[config.mk]
export PLATFORM = sky130hd
export DESIGN_NAME = boa_csr_file
export DESIGN_NICKNAME = d
export VERILOG_FILES = /design/src/rtl/boa_csr_file.sv
export SDC_FILE = /design/constraint.sdc
export NUM_CORES = 1
export LEC_CHECK = 0
export ABC_AREA = 1
export BUFFER_PORTS_ARGS = -buffer_cell sky130_fd_sc_hd__buf_4
export CAP_MARGIN = 40
export CORE_UTILIZATION = 44
export DETAILED_ROUTE_END_ITERATION = 7
export PLACE_DENSITY = 0.63
export SYNTH_ARGS = -nofsm -noshare
export SYNTH_HDL_FRONTEND = slang
export SYNTH_SLANG_ARGS = --single-unit
[constraint.sdc]
create_clock -name clk -period 3.1 [get_ports clk]
set_clock_uncertainty 0.1 [all_clocks]
set_input_delay 0.155 -clock clk [delete_from_list [all_inputs] [get_ports clk]]
set_output_delay 0.155 -clock clk [all_outputs]
set_load 0.01 [all_outputs]
[src/rtl/boa_csr_file.sv]
// Machine-mode CSR file for the Boa32 core.
// Answers the CSR access bus with zero-latency decode and read data.
// Applies CPU writes, trap entry and MRET on the clock edge.
// Holds the 64-bit cycle and retired-instruction counters.
module boa_csr_file #(
    parameter logic [31:0] hartid   = 32'd0,
    parameter logic [31:0] misa_val = 32'h4000_0100
) (
    input  logic        clk,
    input  logic        rst_n,
    input  logic        csr_we,
    input  logic [11:0] csr_addr,
    input  logic [1:0]  csr_wmode,
    input  logic [31:0] csr_wmask,
    output logic        csr_exists,
    output logic        csr_rdonly,
    output logic [1:0]  csr_priv,
    output logic [31:0] csr_rdata,
    input  logic        ex_trap,
    input  logic        ex_irq,
    input  logic        ex_priv,
    input  logic [30:0] ex_epc,
    input  logic [3:0]  ex_cause,
    output logic [30:0] ex_tvec,
    input  logic        ret,
    input  logic        ret_priv,
    output logic [30:0] ret_epc,
    input  logic        instret,
    output logic        mie_out
);

    // Architectural state; only the implemented bits are stored
    logic        r_mie;
    logic        r_mpie;
    logic [29:0] r_mtvec_base;
    logic        r_mtvec_mode;
    logic [31:0] r_mscratch;
    logic [30:0] r_mepc;
    logic        r_mcause_irq;
    logic [3:0]  r_mcause_code;
    logic [63:0] r_mcycle;
    logic [63:0] r_minstret;

    logic        w_exists;
    logic [31:0] w_rdata;
    logic        w_rdonly;
    logic [31:0] w_wdata;
    logic        w_wen;
    logic        w_take_trap;
    logic        w_take_ret;
    logic [31:0] w_tvec_base;
    logic [31:0] w_tvec_full;

    logic w_wr_mstatus;
    logic w_wr_mtvec;
    logic w_wr_mscratch;
    logic w_wr_mepc;
    logic w_wr_mcause;
    logic w_wr_mcycle_lo;
    logic w_wr_mcycle_hi;
    logic w_wr_minstret_lo;
    logic w_wr_minstret_hi;

    // Address decode and read mux from current state
    always_comb begin
        w_exists = 1'b1;
        w_rdata  = '0;
        case (csr_addr)
            12'h300: w_rdata = {19'b0, 2'b11, 3'b0, r_mpie, 3'b0, r_mie, 3'b0};
            12'h301: w_rdata = misa_val;
            12'h305: w_rdata = {r_mtvec_base, 1'b0, r_mtvec_mode};
            12'h340: w_rdata = r_mscratch;
            12'h341: w_rdata = {r_mepc, 1'b0};
            12'h342: w_rdata = {r_mcause_irq, 27'b0, r_mcause_code};
            12'hF14: w_rdata = hartid;
            12'hB00, 12'hC00: w_rdata = r_mcycle[31:0];
            12'hB80, 12'hC80: w_rdata = r_mcycle[63:32];
            12'hB02, 12'hC02: w_rdata = r_minstret[31:0];
            12'hB82, 12'hC82: w_rdata = r_minstret[63:32];
            default: w_exists = 1'b0;
        endcase
    end

    assign csr_exists = w_exists;
    assign csr_rdata  = w_rdata;
    assign w_rdonly   = (csr_addr[11:10] == 2'b11);
    assign csr_rdonly = w_rdonly;
    assign csr_priv   = csr_addr[9:8];

    // Write data formed from the current read value and the operand
    always_comb begin
        w_wdata = w_rdata;
        case (csr_wmode)
            2'b01:   w_wdata = csr_wmask;
            2'b10:   w_wdata = w_rdata | csr_wmask;
            2'b11:   w_wdata = w_rdata & ~csr_wmask;
            default: w_wdata = w_rdata;
        endcase
    end

    assign w_wen       = csr_we && (csr_wmode != 2'b00) && w_exists && !w_rdonly;
    assign w_take_trap = (ex_trap || ex_irq) && ex_priv;
    assign w_take_ret  = ret && ret_priv && !w_take_trap;

    assign w_wr_mstatus     = w_wen && (csr_addr == 12'h300);
    assign w_wr_mtvec       = w_wen && (csr_addr == 12'h305);
    assign w_wr_mscratch    = w_wen && (csr_addr == 12'h340);
    assign w_wr_mepc        = w_wen && (csr_addr == 12'h341);
    assign w_wr_mcause      = w_wen && (csr_addr == 12'h342);
    assign w_wr_mcycle_lo   = w_wen && (csr_addr == 12'hB00);
    assign w_wr_mcycle_hi   = w_wen && (csr_addr == 12'hB80);
    assign w_wr_minstret_lo = w_wen && (csr_addr == 12'hB02);
    assign w_wr_minstret_hi = w_wen && (csr_addr == 12'hB82);

    // Handler address; vectored mode offsets interrupts only
    assign w_tvec_base = {r_mtvec_base, 2'b00};
    assign w_tvec_full = (r_mtvec_mode && ex_irq)
                       ? (w_tvec_base + {26'b0, ex_cause, 2'b00})
                       : w_tvec_base;
    assign ex_tvec = w_tvec_full[31:1];
    assign ret_epc = r_mepc;
    assign mie_out = r_mie;

    // mstatus: trap entry beats MRET beats a CSR write
    always_ff @(posedge clk or negedge rst_n) begin
        if (!rst_n) begin
            r_mie  <= 1'b0;
            r_mpie <= 1'b0;
        end else if (w_take_trap) begin
            r_mpie <= r_mie;
            r_mie  <= 1'b0;
        end else if (w_take_ret) begin
            r_mie  <= r_mpie;
            r_mpie <= 1'b1;
        end else if (w_wr_mstatus) begin
            r_mie  <= w_wdata[3];
            r_mpie <= w_wdata[7];
        end
    end

    // mepc/mcause: trap entry overrides a same-cycle CSR write
    always_ff @(posedge clk or negedge rst_n) begin
        if (!rst_n) begin
            r_mepc        <= '0;
            r_mcause_irq  <= 1'b0;
            r_mcause_code <= '0;
        end else if (w_take_trap) begin
            r_mepc        <= ex_epc;
            r_mcause_irq  <= ex_irq;
            r_mcause_code <= ex_cause;
        end else begin
            if (w_wr_mepc) begin
                r_mepc <= w_wdata[31:1];
            end
            if (w_wr_mcause) begin
                r_mcause_irq  <= w_wdata[31];
                r_mcause_code <= w_wdata[3:0];
            end
        end
    end

    // mtvec and mscratch: plain CSR-write registers
    always_ff @(posedge clk or negedge rst_n) begin
        if (!rst_n) begin
            r_mtvec_base <= '0;
            r_mtvec_mode <= 1'b0;
            r_mscratch   <= '0;
        end else begin
            if (w_wr_mtvec) begin
                r_mtvec_base <= w_wdata[31:2];
                r_mtvec_mode <= w_wdata[0];
            end
            if (w_wr_mscratch) begin
                r_mscratch <= w_wdata;
            end
        end
    end

    // Cycle counter; a write to either half suppresses that cycle's increment
    always_ff @(posedge clk or negedge rst_n) begin
        if (!rst_n) begin
            r_mcycle <= '0;
        end else if (w_wr_mcycle_lo) begin
            r_mcycle[31:0] <= w_wdata;
        end else if (w_wr_mcycle_hi) begin
            r_mcycle[63:32] <= w_wdata;
        end else begin
            r_mcycle <= r_mcycle + 64'd1;
        end
    end

    // Retired-instruction counter; a write wins over the instret pulse
    always_ff @(posedge clk or negedge rst_n) begin
        if (!rst_n) begin
            r_minstret <= '0;
        end else if (w_wr_minstret_lo) begin
            r_minstret[31:0] <= w_wdata;
        end else if (w_wr_minstret_hi) begin
            r_minstret[63:32] <= w_wdata;
        end else if (instret) begin
            r_minstret <= r_minstret + 64'd1;
        end
    end

endmodule
==> metrics.md <==
| Metric | Value |
|---|---|
| Status | complete, but fails checks |
| Violated checks | design-rule violations |
| Crit. End Element | output port |
| Placed Instance Area | 20,300 um2 |
| Worst-Skew Late Latency | 580 ps |
| Most frequent cells in the layout | nand2_1 (1,116), nand3_1 (354), nor2_1 (340), inv_1 (267), buf_4 (264) |
| Mapped cell area | about 18,000 um2 |
| Fin crit share | 0.971 |
| Worst vdd rail ir drop | 0.324 mV |
| # clock sinks | about 230 |
| Warnings, synthesis | 0 |
| Synthesized area per cell | 6.10 um2 |
| Hold Slack | 22.6 ps |
| Hpwl dp | 68.5 mm |
| Placed cell count | 3,629 |
| Initial core utilization | 0.450 |
| Final Max Tran Viols | 0 |
| Slew HR | 0.494 |
| Setup ws final | 88.7 ps |
| Via Count | 21,690 |
| Pwr Density | 369 nW/um2 |
| Final Setup Violations | 0 |
| # fillers | 4,132 |
| Routed WL | 88.8 mm |
| # DRC | 1 |
| Die ar. | 41,800 um2 |
| First-pass GRT wire length | 130 mm |
| Pre-antenna DRT Iters | 8 |
| Place WS | 352 ps |
| Commonest non-fill, non-tap cell in the layout | nand2_1 |
| Nets | 3,307 |
| FF+latch count, synth | 229 |
| Largest net degree at the start of global routing | 74 |
| DRT iter0 DRCs | slightly below 3,000 |
| Number of port buffers | about 190 |
| Root Buffer | clkbuf_16 |
| Worst EP required | approximately 2800 ps |
| Routed wire per std cell | 23.6 um |
| Final instance area | 22,200 um2 |
| Core Area | between 40,000 and 50,000 um2 |
| Die X | about 200 um |
| Synth-to-layout area growth | 22.8% |
| IO Count | roughly 190 |
| Syn nets | 3,054 |
| Max Freq | approximately 330 MHz |
| Post-Synthesis Cells | 2,957 |
| Grt ovf | 0 |
| Post-synth cell types | 37 |
| Share of cells above drive strength 1 | 0.122 |
| Number of hold violations in the final report | 0 |
| Antenna-violating nets left | 0 |
| Leakage power | between 10 and 15 nW |
| Initial antenna violation count | 3 |
| Critical path class | reg -> out |
| Non-Filler Instances | 3,757 |
| All-Layer GR Usage | 0.421 |
| Register area share after synthesis | 0.318 |
| Startpoint Class | register |
| Post-layout minimum cycle time | 3010 ps |
| Clock Path Buffers | 3 |
| Worst min path class | in -> reg |
| TritonCTS clock tree | done |
| Worst Path Arrival | 2760 ps |
| Row cnt | 73 |
| Number of global-route vias before repair | 20,560 |
| Max-Cap Viols | 0 |
| Final Wtd Congestion | about 1.1 |
| Depth of the CTS H-tree | 1 |
| Worst-margin pin slew | between 700 and 800 ps |
| Detail-routed via count per cell | ~5.8 |
| Clk slew on worst S/H paths | about 60 ps |
| Die height | roughly 200 um |
| CP max FO | 4 |
| Num CTS Buffers | 29 |
## power by group
group | internal (mW) | leakage [nW] | switching [mW]
logic | 0.450 | 7.24 | 0.757
registers | 3.14 | 3.06 | 0.217
clock network | 2.17 | 0.481 | 1.44
## worst max-delay path, cell delays in order, from the launching register on
cell and delay (ps):
dfrtp_2 460, ha_4 310, nand2_1 90, nor2_1 160
a21oi_2 90, nor2_2 160, nand3_4 130, nor2_4 180
nand2_4 70, nor3_2 180, xor2_1 200, buf_4 160
## what timing repair did
action	4_1_cts	5_1_grt
cloned	0	0
gates resized for setup	6	20
hold buffers	63	0
setup endpoints to repair	6	11
setup buffers	1	11
hold endpoints to repair	143	0
pin swaps	1	9
## flip-flops by register name (all words and copies together), names as in the netlist
name	flops
r_mcycle	64
r_mscratch	32
ret_epc	31
mie_out	1
r_mpie	1
r_minstret	64
r_mcause_code	4
r_mcause_irq	1
r_mtvec_mode	1
r_mtvec_base	30
## cell type report
cell class	instances	area, um2	share of cell area
Clock inverter	9	153	0.00689
Inverter	275	1030	0.0466
Antenna cell	1	2.50	0.000113
Timing Repair Buffer	344	2940	0.133
Sequential cell	229	5730	0.259
Tap cell	525	657	0.0297
Multi-Input combinational cell	2331	10800	0.488
Clock buffer	43	828	0.0374
## worst paths after layout
kind | startpoint | end | slack, ps | cells after the start
max in group asynchronous | rst_n | r_minstret[55] | 1940 | 3
min in group asynchronous | rst_n | r_mtvec_base[13] | 40 | 2
max reg2reg | r_minstret[0] | r_minstret[30] | 250 | 10
min | csr_wmask[8] | ret_epc[7] | 20 | 5
min reg2reg | r_mcause_code[2] | r_mcause_code[2] | 390 | 2
max | r_mtvec_base[3] | ex_tvec[26] | 90 | 11
## metrics by stage
stage	util	total power, mW	setup TNS (ps)
6_report	0.552	8.17	0
5_1_grt	0.552	8.41	-15.4
4_1_cts	0.548	8.14	0
3_5_place_dp	0.507	4.51	0
3_3_place_gp	0.507	4.48	0
2_1_floorplan	-	3.91	0
## synth_stat cells (all sizes together)
| master | n | area [um2] |
|---|---|---|
| nand2 | 1138 | 4320 |
| nor2 | 361 | 1420 |
| nand3 | 358 | 1810 |
| inv | 275 | 1030 |
| dfrtp | 229 | 5730 |
| o21ai | 141 | 706 |
| xor2 | 111 | 972 |
| buf | 88 | 480 |
| nor3 | 79 | 400 |
| nand4 | 70 | 444 |
| xnor2 | 35 | 307 |
| clkbuf | 34 | 128 |
| a21oi | 7 | 35.0 |
| nor4 | 7 | 43.8 |
| ha | 6 | 75.1 |
| nand3b | 4 | 30.0 |
| o211ai | 4 | 30.0 |
| and3 | 2 | 12.5 |
| nor3b | 2 | 15.0 |
| a21boi | 1 | 7.51 |
| a31oi | 1 | 6.26 |
| conb | 1 | 3.75 |
| fa | 1 | 20.0 |
| o2111ai | 1 | 8.76 |
| o22ai | 1 | 6.26 |
## metal layers
| metal | global-route usage | wire [um] | vias up |
|---|---|---|---|
| met5 | 0 | 18 | - |
| met4 | 0.202 | 5290 | 4 |
| met3 | 0.0951 | 9680 | 270 |
| met2 | 0.661 | 39300 | 1289 |
| met1 | 0.547 | 34500 | 10292 |
| li1 | - | - | 9835 |
## cell families (layout without fill, tap and decap cells)
kind of cell	Yosys count	count (layout)	share of synthesized area
AND/OR/NAND/NOR	2021	2021	0.471
XOR/XNOR	146	146	0.0709
adder cells (fa/ha/maj)	7	7	0.00527
other	1	2	0.000208
buffers and inverters	397	671	0.0909
flip-flops	229	229	0.318
AO/OA/AOI/OAI	156	156	0.0443
Power figures use the tool's default switching activity.
